`src/rtl/nibble_link_pkg.sv`:
```
// Shared types and helpers for the host-side nibble link toward the chip pad ring.
// Word/latency legality is checked at elaboration by the top module using paramsOk().
package nibble_link_pkg;

    localparam int NIBBLE_W = 4;

    typedef enum logic {
        TX_IDLE  = 1'b0,
        TX_SHIFT = 1'b1
    } tx_state_t;

    typedef enum logic [1:0] {
        RX_IDLE  = 2'd0,
        RX_ISSUE = 2'd1,
        RX_DRAIN = 2'd2,
        RX_HOLD  = 2'd3
    } rx_state_t;

    function automatic int nibbles(input int width);
        return width / NIBBLE_W;
    endfunction

    function automatic bit paramsOk(input int width, input int latency);
        return ((width % NIBBLE_W) == 0) && (width >= 8) && (latency >= 1) && (latency <= 7);
    endfunction

endpackage

```
`src/rtl/nibble_link_host_rx.sv`:
```
// Readback path: issues NIBBLES read enables, tracks them through a READ_LATENCY
// strobe delay line and reassembles the returned nibbles MSB first into a word.
module nibble_rx_path
    import nibble_link_pkg::*;
#(
    parameter int WORD_WIDTH   = 16,
    parameter int READ_LATENCY = 2
) (
    input  logic                  inClock,
    input  logic                  inReset,
    input  logic                  inRxReq,
    input  logic                  inRxReady,
    input  logic [NIBBLE_W-1:0]   inPadData,
    output logic                  outPadReadEnable,
    output logic                  outRxBusy,
    output logic [WORD_WIDTH-1:0] outRxWord,
    output logic                  outRxValid
);

    localparam int NIBBLES = nibbles(WORD_WIDTH);
    localparam int CNT_W   = $clog2(NIBBLES);
    localparam logic [CNT_W-1:0] LAST_NIBBLE = CNT_W'(NIBBLES - 1);

    rx_state_t               rxState_r;
    logic [CNT_W-1:0]        issueCount_r;
    logic [CNT_W-1:0]        captureCount_r;
    logic [READ_LATENCY-1:0] strobeLine_r;
    logic [WORD_WIDTH-1:0]   assembly_r;
    logic                    issue_s;
    logic                    capture_s;
    logic                    lastCapture_s;

    // Read-enable and capture strobes decoded from state and the delay line
    always_comb begin
        issue_s       = (rxState_r == RX_ISSUE);
        capture_s     = strobeLine_r[READ_LATENCY-1];
        lastCapture_s = capture_s && (captureCount_r == LAST_NIBBLE);
    end

    // RX FSM, strobe delay line and assembly register
    always_ff @(posedge inClock) begin
        if (!inReset) begin
            rxState_r      <= RX_IDLE;
            issueCount_r   <= '0;
            captureCount_r <= '0;
            strobeLine_r   <= '0;
            assembly_r     <= '0;
        end else begin
            strobeLine_r <= (strobeLine_r << 1) | READ_LATENCY'(issue_s);
            if (capture_s) begin
                assembly_r     <= {assembly_r[WORD_WIDTH-NIBBLE_W-1:0], inPadData};
                captureCount_r <= lastCapture_s ? '0 : captureCount_r + CNT_W'(1);
            end
            case (rxState_r)
                RX_IDLE: begin
                    if (inRxReq) begin
                        rxState_r    <= RX_ISSUE;
                        issueCount_r <= '0;
                    end
                end
                RX_ISSUE: begin
                    if (issueCount_r == LAST_NIBBLE) begin
                        rxState_r    <= RX_DRAIN;
                        issueCount_r <= '0;
                    end else begin
                        issueCount_r <= issueCount_r + CNT_W'(1);
                    end
                end
                RX_DRAIN: begin
                    if (lastCapture_s) begin
                        rxState_r <= RX_HOLD;
                    end
                end
                RX_HOLD: begin
                    if (inRxReady) begin
                        rxState_r <= RX_IDLE;
                    end
                end
                default: begin
                    rxState_r <= RX_IDLE;
                end
            endcase
        end
    end

    // Pad and consumer outputs, forced quiet while reset is asserted
    always_comb begin
        if (inReset) begin
            outPadReadEnable = issue_s;
            outRxBusy        = (rxState_r != RX_IDLE);
            outRxValid       = (rxState_r == RX_HOLD);
            outRxWord        = assembly_r;
        end else begin
            outPadReadEnable = 1'b0;
            outRxBusy        = 1'b0;
            outRxValid       = 1'b0;
            outRxWord        = '0;
        end
    end

endmodule

```
`src/rtl/nibble_link_host.sv`:
```
// Host side of the nibble pad link: serialises TX words into MSB-first nibbles
// and hosts the independent readback path.
module nibble_link_host
    import nibble_link_pkg::*;
#(
    parameter int WORD_WIDTH   = 16,
    parameter int READ_LATENCY = 2
) (
    input  logic                  inClock,
    input  logic                  inReset,
    input  logic [WORD_WIDTH-1:0] inTxWord,
    input  logic                  inTxValid,
    output logic                  outTxReady,
    output logic [NIBBLE_W-1:0]   outPadData,
    output logic                  outPadValid,
    input  logic                  inRxReq,
    output logic                  outRxBusy,
    output logic                  outPadReadEnable,
    input  logic [NIBBLE_W-1:0]   inPadData,
    output logic [WORD_WIDTH-1:0] outRxWord,
    output logic                  outRxValid,
    input  logic                  inRxReady
);

    localparam int NIBBLES = nibbles(WORD_WIDTH);
    localparam int CNT_W   = $clog2(NIBBLES);
    localparam logic [CNT_W-1:0] LAST_NIBBLE = CNT_W'(NIBBLES - 1);

    if (!paramsOk(WORD_WIDTH, READ_LATENCY)) begin : gBadParams
        $error("nibble_link_host: WORD_WIDTH must be a multiple of 4 (>= 8), READ_LATENCY 1..7");
    end

    tx_state_t             txState_r;
    logic [WORD_WIDTH-1:0] txShift_r;
    logic [CNT_W-1:0]      txCount_r;
    logic                  txLast_s;
    logic                  txReady_s;
    logic                  txFire_s;
    logic                  padValid_s;
    logic [NIBBLE_W-1:0]   padData_s;

    // TX handshake and pad decode; a new word may load on the last nibble
    always_comb begin
        txLast_s  = (txState_r == TX_SHIFT) && (txCount_r == LAST_NIBBLE);
        txReady_s = ((txState_r == TX_IDLE) || txLast_s) && inReset;
        txFire_s  = txReady_s && inTxValid;
        if (inReset && (txState_r == TX_SHIFT)) begin
            padValid_s = 1'b1;
            padData_s  = txShift_r[WORD_WIDTH-1 -: NIBBLE_W];
        end else begin
            padValid_s = 1'b0;
            padData_s  = 4'h0;
        end
    end

    // TX FSM and shift register
    always_ff @(posedge inClock) begin
        if (!inReset) begin
            txState_r <= TX_IDLE;
            txShift_r <= '0;
            txCount_r <= '0;
        end else begin
            case (txState_r)
                TX_IDLE: begin
                    if (txFire_s) begin
                        txState_r <= TX_SHIFT;
                        txShift_r <= inTxWord;
                        txCount_r <= '0;
                    end
                end
                TX_SHIFT: begin
                    if (txFire_s) begin
                        txShift_r <= inTxWord;
                        txCount_r <= '0;
                    end else begin
                        txShift_r <= {txShift_r[WORD_WIDTH-NIBBLE_W-1:0], 4'h0};
                        txCount_r <= txLast_s ? '0 : txCount_r + CNT_W'(1);
                        if (txLast_s) begin
                            txState_r <= TX_IDLE;
                        end
                    end
                end
                default: begin
                    txState_r <= TX_IDLE;
                    txCount_r <= '0;
                end
            endcase
        end
    end

    assign outTxReady  = txReady_s;
    assign outPadValid = padValid_s;
    assign outPadData  = padData_s;

    nibble_rx_path #(
        .WORD_WIDTH  (WORD_WIDTH),
        .READ_LATENCY(READ_LATENCY)
    ) rxPath (
        .inClock         (inClock),
        .inReset         (inReset),
        .inRxReq         (inRxReq),
        .inRxReady       (inRxReady),
        .inPadData       (inPadData),
        .outPadReadEnable(outPadReadEnable),
        .outRxBusy       (outRxBusy),
        .outRxWord       (outRxWord),
        .outRxValid      (outRxValid)
    );

endmodule
```
`config.mk`:
```
export PLATFORM = sky130hd
export DESIGN_NAME = nibble_link_host
export DESIGN_NICKNAME = d
export VERILOG_FILES = /design/src/rtl/nibble_link_pkg.sv /design/src/rtl/nibble_link_host_rx.sv /design/src/rtl/nibble_link_host.sv
export SDC_FILE = /design/constraint.sdc
export NUM_CORES = 1
export LEC_CHECK = 0
export ABC_AREA = 1
export BUFFER_PORTS_ARGS = -buffer_cell sky130_fd_sc_hd__buf_2
export CAP_MARGIN = 20
export CORE_MARGIN = 8
export CORE_UTILIZATION = 50
export DETAILED_ROUTE_END_ITERATION = 7
export PLACE_DENSITY = 0.75
export SETUP_SLACK_MARGIN = 0.15
export SYNTH_ARGS = -nofsm -noshare
export SYNTH_HDL_FRONTEND = slang
export SYNTH_HIERARCHICAL = 1
export SYNTH_SLANG_ARGS = --single-unit
```
`constraint.sdc`:
```
create_clock -name inClock -period 3.5 [get_ports inClock]
set_clock_uncertainty 0.05 [all_clocks]
set_input_delay 0 -clock inClock [delete_from_list [all_inputs] [get_ports inClock]]
set_output_delay 0 -clock inClock [all_outputs]
set_load 0.02 [all_outputs]
```
==> summary by stage, run 1 <==
Place
The post-detailed-placement half-perimeter wirelength is between 3000 and 4000 um. The final weighted congestion in routability-driven placement is 0.815. Counting tap cells, the placed design contains a total of 386 instances. The count of buffers inserted at the top-level ports is 49.

Pwr
The clock network is responsible for 29.1% of the overall power. Total power for the finished layout comes to 0.00127 W. The static leakage power is 1.50 nW.

IR analysis of the VDD net gives a maximum drop of ~0.26 mV. In this run the power spent charging and discharging nets is 0.000396 W. The share of total power dissipated in combinational logic is approximately a quarter. The design internal power is 0.000871 W.

Per report_power, the sequential group accounts for 46.3% of the total. In this run switching power makes up between 30 and 40% of total power. The power per cell area is 498 nW/um2.

Setup path
The worst register-to-register path begins at txState_r$_SDFF_PN0_. Setup slack on the worst reg-to-reg path comes out at 1.87 ns. The critical path is of the reg2out type. At the worst endpoint, the arrival time is roughly 1.8 ns. The kind of start point of the critical path is a flop.

The capturing element type of the critical path is an output pin. In this run the critical register-to-register path is captured at txShift_r[10]$_SDFFE_PN0P_. In this run the worst path has a maximum fanout of 18.

The required arrival time at the worst endpoint is 3.45 ns. The number of cells on the worst reg-to-reg path is 5.

GRT
The number of global-route vias before repair is 1827. The overall fraction of global-route tracks in use is 14.2%. Entering global routing, the biggest net connects 44 pins. The number of antenna violations at the first check in global routing was 0. The first global-routing pass estimated 7680 um of wire. The total global routing overflow is 0.

Routing
The number of DRC violations after detailed-routing iteration 0 is 144. The via count normalized by instance count is 4.78. The first detailed-routing pass took 4 iterations. The final wirelength is 4470 um. Dividing the detail-routed wire length by the instance count gives between 10 and 15 um. The routed layout has 1915 vias.

Once detail routing completed, the nets flagged for antenna violations numbered 0. For this run, design rule violations remaining after detail routing come to 0.

Floorplan
The floorplan has 24 rows. Pin placement for this block handled 50 I/O pins. The die is just over 80 um tall. The core footprint is roughly 4300 um2. The chip width is slightly above 80 um.

The overall die area is 6720 um2. The starting utilization of the core area is 51.1%.

Synth
Yosys printed 6 warnings. The number of nets handed over by synthesis was 333. After synthesis the cells add up to about 2200 um2. Synthesis produced 300 cells. The sequential area share after synthesis is 39.5%. The number of different library cells used by synthesis comes to 22. The average size of a mapped cell is ~7.3 um2.

Counting flops and latches in the post-synthesis netlist gives 43.

Clocking
The H-tree level count is 2. Clock-pin slew was measured on the worst setup and hold paths at about 0.08 ns. The number of clock sinks seen by CTS is 43. The clock root buffer master is sky130_fd_sc_hd__clkbuf_8. The TritonCTS clock tree is done. The post-CTS resize count is 0. The clock tree buffer depth is 2. The later pin in the worst-skew pair is clocked with a latency of about 0.29 ns.

The number of clock buffers inserted by TritonCTS is 5.

Run
The number of violations of the max-capacitance limit is 0.

Timing
The count of pins over their slew limit is 0. The routed design could run at a clock period as short as 1.82 ns. After routing, the total negative slack on setup checks comes to 0 ns. The final hold violation count is 0. For the pin with the worst max-slew slack, the measured transition is 0.803 ns.

The share of the clock period used by the worst path after layout is 52.0%. Setup repair after global routing left no endpoint under its margin. The relative slew slack is 46.5%. The maximum frequency from static timing analysis is 549 MHz. Setup violations remaining at the end of the flow were counted as 0.

Worst hold path
In this run the most critical hold path is launched from inTxWord[8]. The worst hold path terminates at txShift_r[8]$_SDFFE_PN0P_. The number of stages on the worst hold path is 5.

The path type of the worst min-delay path is in2reg.

Cells and area
Leaving out filler cells and counting taps, the final layout contains 401. The share of final-layout standard cells stronger than drive strength 1 is 23.8%. The number of diodes is 0.

The post-synthesis to final-layout area growth is 17.0%. The net count of the finished layout is 382.

Status
The flow ran to the end, and the final reports show no timing, DRC or antenna violations.
repair_timing:
action / in CTS / in global routing
setup buffers: 0 / 0
hold endpoints to repair: 8 / 0
endpoints found under the setup margin: 0 / 0
hold buffers: 8 / 0
layout by cell type (no fill, tap or decap):
master	count
sky130_fd_sc_hd__nand2_1	77
sky130_fd_sc_hd__inv_1	64
sky130_fd_sc_hd__buf_2	49
sky130_fd_sc_hd__dfxtp_1	43
sky130_fd_sc_hd__nor2_1	17
sky130_fd_sc_hd__o22ai_1	16
sky130_fd_sc_hd__nand4_1	12
sky130_fd_sc_hd__a21oi_2	11
sky130_fd_sc_hd__nand2_2	9
sky130_fd_sc_hd__a21oi_1	9
sky130_fd_sc_hd__ha_1	8
sky130_fd_sc_hd__dlygate4sd3_1	8
sky130_fd_sc_hd__nand3_1	7
sky130_fd_sc_hd__clkbuf_8	5
sky130_fd_sc_hd__o21ai_0	4
sky130_fd_sc_hd__inv_2	3
sky130_fd_sc_hd__nand2_4	1
sky130_fd_sc_hd__nand3_2	1
sky130_fd_sc_hd__a21oi_4	1
sky130_fd_sc_hd__bufinv_16	1
sky130_fd_sc_hd__clkinvlp_4	1
sky130_fd_sc_hd__nor2_4	1
sky130_fd_sc_hd__a211oi_1	1
per-layer routing:
metal / global-route usage [%] / up-vias / wire, um
met3: 4.70 / 7 / 218
met5: 0 / - / 0
met2: 23.7 / 28 / 2200
met4: 5.44 / 0 / 72
met1: 16.5 / 860 / 1990
li1: - / 1020 / -
how the worst max path moves through the flow:
stage	start	end	slack [ns]
after floorplan	txCount_r[0]$_SDFFE_PN0P_	txShift_r[0]$_SDFFE_PN0P_	2.23
after detailed placement	inReset	txShift_r[1]$_SDFFE_PN0P_	1.81
final	txState_r$_SDFF_PN0_	outPadData[1]	1.68
after global placement	inReset	txShift_r[2]$_SDFFE_PN0P_	1.83
after CTS	txState_r$_SDFF_PN0_	outPadData[1]	1.64
after global routing	txState_r$_SDFF_PN0_	outPadData[1]	1.50
critical path, stage by stage (launching register included):
cell	delay [ns]
sky130_fd_sc_hd__dfxtp_1	0.78
sky130_fd_sc_hd__nand2_1	0.34
sky130_fd_sc_hd__nor2_1	0.18
sky130_fd_sc_hd__buf_2	0.18
metrics by stage:
stage	util [%]	hold slack (ns)	setup WS [ns]	area, um2
CTS	59.7	0.0142	1.64	2550
global route	59.7	0.0410	1.50	2550
finish	59.7	0.0225	1.68	2550
global placement	55.3	0.158	1.83	2360
floorplan	-	0.0704	2.23	2180
detailed placement	55.3	0.165	1.81	2360
cell type report:
cell class | instances | area, um2
fillers | 414 | 1720
repair buffers | 57 | 325
multi-input cells | 175 | 937
inverters | 67 | 251
well taps | 52 | 65.1
clock inverters | 2 | 37.5
clock buffers | 5 | 68.8
flip-flops and latches | 43 | 861
power groups by stage:
stage | Clock [W] | Combinational [W] | Sequential [W]
detailed placement | 0 | 0.000306 | 0.000599
CTS | 0.000380 | 0.000315 | 0.000588
floorplan | 0 | 0.000252 | 0.000587
global route | 0.000400 | 0.000357 | 0.000597
global placement | 0 | 0.000299 | 0.000597
finish | 0.000368 | 0.000312 | 0.000587
registers in the layout (all words and copies together), names as in the netlist:
name and flops:
rxPath/issueCount_r 2, txShift_r 16, rxPath/assembly_r 16, txState_r 1
txCount_r 2, rxPath/rxState_r 2, rxPath/strobeLine_r 2, rxPath/captureCount_r 2
synth_stat cells, drive strengths merged:
library cell | instances | area, um2
o22ai | 16 | 100
dfxtp | 43 | 861
o21ai | 4 | 20.0
a211oi | 1 | 7.51
nand2 | 87 | 357
buf | 15 | 128
nand3 | 8 | 45.0
a21oi | 21 | 158
ha | 8 | 100
nor2 | 18 | 75.1
inv | 67 | 251
nand4 | 12 | 75.1
logic make-up after synthesis:
family                   share of synthesized area, %
AND/OR/NAND/NOR                                  25.3
buffers and inverters                            17.4
flip-flops                                       39.5
AO/OA/AOI/OAI                                    13.1
adder cells (fa/ha/maj)                          4.60
Note: power is estimated with default switching activity, not from simulation.
==> inputs of run 2 (changes only) <==
==> constraint.sdc (replaced) <==
create_clock -name inClock -period 1.7 [get_ports inClock]
set_clock_uncertainty 0.05 [all_clocks]
set_input_delay 0 -clock inClock [delete_from_list [all_inputs] [get_ports inClock]]
set_output_delay 0 -clock inClock [all_outputs]
set_load 0.02 [all_outputs]
==> summary by stage, run 2 (same netlist as run 1, synthesis figures left out) <==
GRT
The wire length of the first global-routing pass is 7770 um (was 7680 um). The total global routing overflow is 0 (unchanged). The number of global-route vias before repair is 1832 (was 1827). The number of antenna violations at the first check in global routing was 0 (unchanged). The overall fraction of global-route tracks in use was 14.6% (was 14.2%). The maximum number of pins on one net before global-route repair is 20 (was 44).

Setup path
The register-to-register setup slack is 0.33 ns (was 1.87 ns). The required arrival time at the worst endpoint is 1.65 ns (was 3.45 ns). The capturing element type of the critical path is an output pin (unchanged). The maximum fanout count along the critical path is 5 (was 18). The reg-to-reg critical path startpoint is rxPath/rxState_r[0]$_SDFFE_PN0P_ (was txState_r$_SDFF_PN0_).

The endpoint of the lowest-slack register-to-register path is rxPath/rxState_r[0]$_SDFFE_PN0P_ (was txShift_r[10]$_SDFFE_PN0P_). The end point of the critical path is outTxReady (was outPadData[1]). The kind of start point of the critical path is a flop (unchanged). The type of the worst setup path was reg2out (unchanged). The arrival time of data at the critical path endpoint is 1.35 ns (was 1.77 ns). The depth of the worst register-to-register path is 8 (was 5). The beginning of the critical path is txCount_r[0]$_SDFFE_PN0P_ (was txState_r$_SDFF_PN0_).

Clocking
The clock tree buffer depth was 2 (unchanged). The latest clock arrival within the worst-skew pair is 0.30 ns (was 0.29 ns). The H-tree level count came to 2 (unchanged). The TritonCTS clock tree is done (unchanged). The number of buffers inserted to repair setup after CTS is 0 (unchanged).

The clock slew seen by the registers of the worst setup and hold paths is 0.09 ns (was 0.08 ns). The number of clock sinks seen by CTS is 43 (unchanged). The number of clock buffers inserted by TritonCTS is 5 (unchanged).

The clock root buffer master was sky130_fd_sc_hd__clkbuf_8 (unchanged).

Run
The number of violations of the max-capacitance limit is 0 (unchanged).

Floorplan
The core footprint was 4260 um2 (unchanged). The chip width is 82.0 um (unchanged). The overall die area was 6720 um2 (unchanged).

The floorplan die height is 82.0 um (unchanged). The number of primary I/O pins is 50 (unchanged). The starting utilization of the core area is 51.1% (unchanged). The number of placement rows is 24 (unchanged).

Timing
The pin slew with the least headroom to its limit was 0.405 ns (was 0.803 ns). The setup TNS is 0 ns (unchanged). The final setup violation count was 0 (unchanged). The count of pins over their slew limit was 0 (unchanged). Dividing the final minimum period by the clock period gives 82.6%. The maximum frequency from static timing analysis is between 700 and 800 MHz. RSZ-0062 raised after global routing: false (unchanged). The final hold violation count is 1 (was 0). After layout, the minimum clock period comes to 1.40 ns. The relative slew slack was 73.0% (was 46.5%).

The final-layout worst hold slack is -0.00122 ns (was 0.0225 ns).

Cells and area
The number of nets at the end of the flow was 390 (was 382). The post-synthesis to final-layout area growth is 20.6% (was 17.0%). The share of final-layout standard cells stronger than drive strength 1 was 26.3% (was 23.8%).

The final non-filler cell area was 2630 um2 (was 2550 um2). The most common cell after layout, fill and taps aside is sky130_fd_sc_hd__nand2_1 (unchanged). The post-route core utilization is 61.6% (was 59.7%).

Highest-count cells in the layout ignoring fill and taps: sky130_fd_sc_hd__nand2_1 (76), sky130_fd_sc_hd__inv_1 (64), sky130_fd_sc_hd__buf_2 (49), sky130_fd_sc_hd__dfxtp_1 (43) (was sky130_fd_sc_hd__nand2_1 (77), sky130_fd_sc_hd__inv_1 (64), sky130_fd_sc_hd__buf_2 (49), sky130_fd_sc_hd__dfxtp_1 (43), sky130_fd_sc_hd__nor2_1 (17)). The number of diodes is 0 (unchanged). Registers with the most flip-flops: rxPath/assembly_r x16, txShift_r x16 (unchanged).

Place
The post-detailed-placement half-perimeter wirelength is 3240 um (was 3100 um). The count of buffers inserted at the top-level ports is 49 (unchanged). The final weighted congestion in routability-driven placement is 0.759 (was 0.815). The post-detailed-placement cell area is 2420 um2 (was 2360 um2).

Pwr
The power per cell area is 1010 nW/um2 (was 498 nW/um2). The worst voltage drop across the vdd grid came to 0.530 mV (was 0.263 mV). The static leakage power is 1.55 nW (was 1.50 nW).

Routing
The detailed-route DRC error count came to 0 (unchanged). The via count normalized by instance count is 4.80 (was 4.78). The via count was 1969 (was 1915).

The first-pass iteration count of the detailed router was 4 (unchanged). The remaining antenna violation count after routing came to 0 (unchanged). The average wire length per cell after detail routing came to 11.4 um (was 11.2 um).

The number of DRC violations after detailed-routing iteration 0 came to 141 (was 144). The final wirelength was 4660 um (was 4470 um).

Worst hold path
The path type of the worst min-delay path is in2reg (unchanged).

Status
The checks that failed: hold timing. Run status: finished, violations left (was finished, final reports clean).
-- run 2: layout make-up --
class / instances / area, um2
Clock buffer: 5 / 68.8
Clock inverter: 3 / 43.8
Fill cell: 403 / 1640
Inverter: 67 / 251
Multi-Input combinational cell: 175 / 950
Sequential cell: 43 / 861
Tap cell: 52 / 65.1
Timing Repair Buffer: 65 / 385
-- run 2: layer usage --
metal,vias up,track usage [%],wire (um)
met5,-,0,0
met4,0,5.26,59
met3,5,4.27,238
met2,40,26.4,2330
met1,893,15.9,2040
li1,1031,-,-
-- run 2: worst min path at each step --
| stage | startpoint | endpoint | slack [ns] | depth (start not counted) |
|---|---|---|---|---|
| 6_report | inRxReq | rxPath/issueCount_r[1]$_SDFFE_PN0P_ | -0.001 | 5 |
| 5_1_grt | inTxWord[14] | txShift_r[14]$_SDFFE_PN0P_ | 0.04 | 5 |
| 4_1_cts | inRxReq | rxPath/issueCount_r[1]$_SDFFE_PN0P_ | 0.007 | 5 |
| 3_5_place_dp | inPadData[2] | rxPath/assembly_r[2]$_SDFFE_PN0P_ | 0.17 | 3 |
| 3_3_place_gp | inPadData[2] | rxPath/assembly_r[2]$_SDFFE_PN0P_ | 0.16 | 3 |
| 2_1_floorplan | inPadData[0] | rxPath/assembly_r[0]$_SDFFE_PN0P_ | 0.07 | 2 |
-- run 2: what timing repair did --
item,CTS,global route
setup endpoints to repair,0,13
hold buffers,8,0
gates resized for setup,0,3
endpoints found under the hold margin,8,0
-- run 2: power by group --
part / total [W] / switching [W] / internal (W)
Sequential: 0.00120 / 0.0000748 / 0.00113
Clock: 0.000785 / 0.000347 / 0.000437
Combinational: 0.000667 / 0.000416 / 0.000251
-- run 2: critical path, cell delays in order, from the launching register on --
cell and delay (ns):
sky130_fd_sc_hd__dfxtp_1 0.37, sky130_fd_sc_hd__ha_1 0.15, sky130_fd_sc_hd__inv_1 0.08, sky130_fd_sc_hd__a21oi_2 0.24, sky130_fd_sc_hd__buf_2 0.21
-- run 2: stage by stage --
stage	hold WS [ns]	cells	setup slack (ns)	total power (W)
6_report	-0.00122	410	0.296	0.00266
5_1_grt	0.0450	410	0.169	0.00283
4_1_cts	0.00662	410	0.181	0.00267
3_5_place_dp	0.166	394	0.290	0.00188
3_3_place_gp	0.162	394	0.342	0.00186
2_1_floorplan	0.0704	300	0.429	0.00173
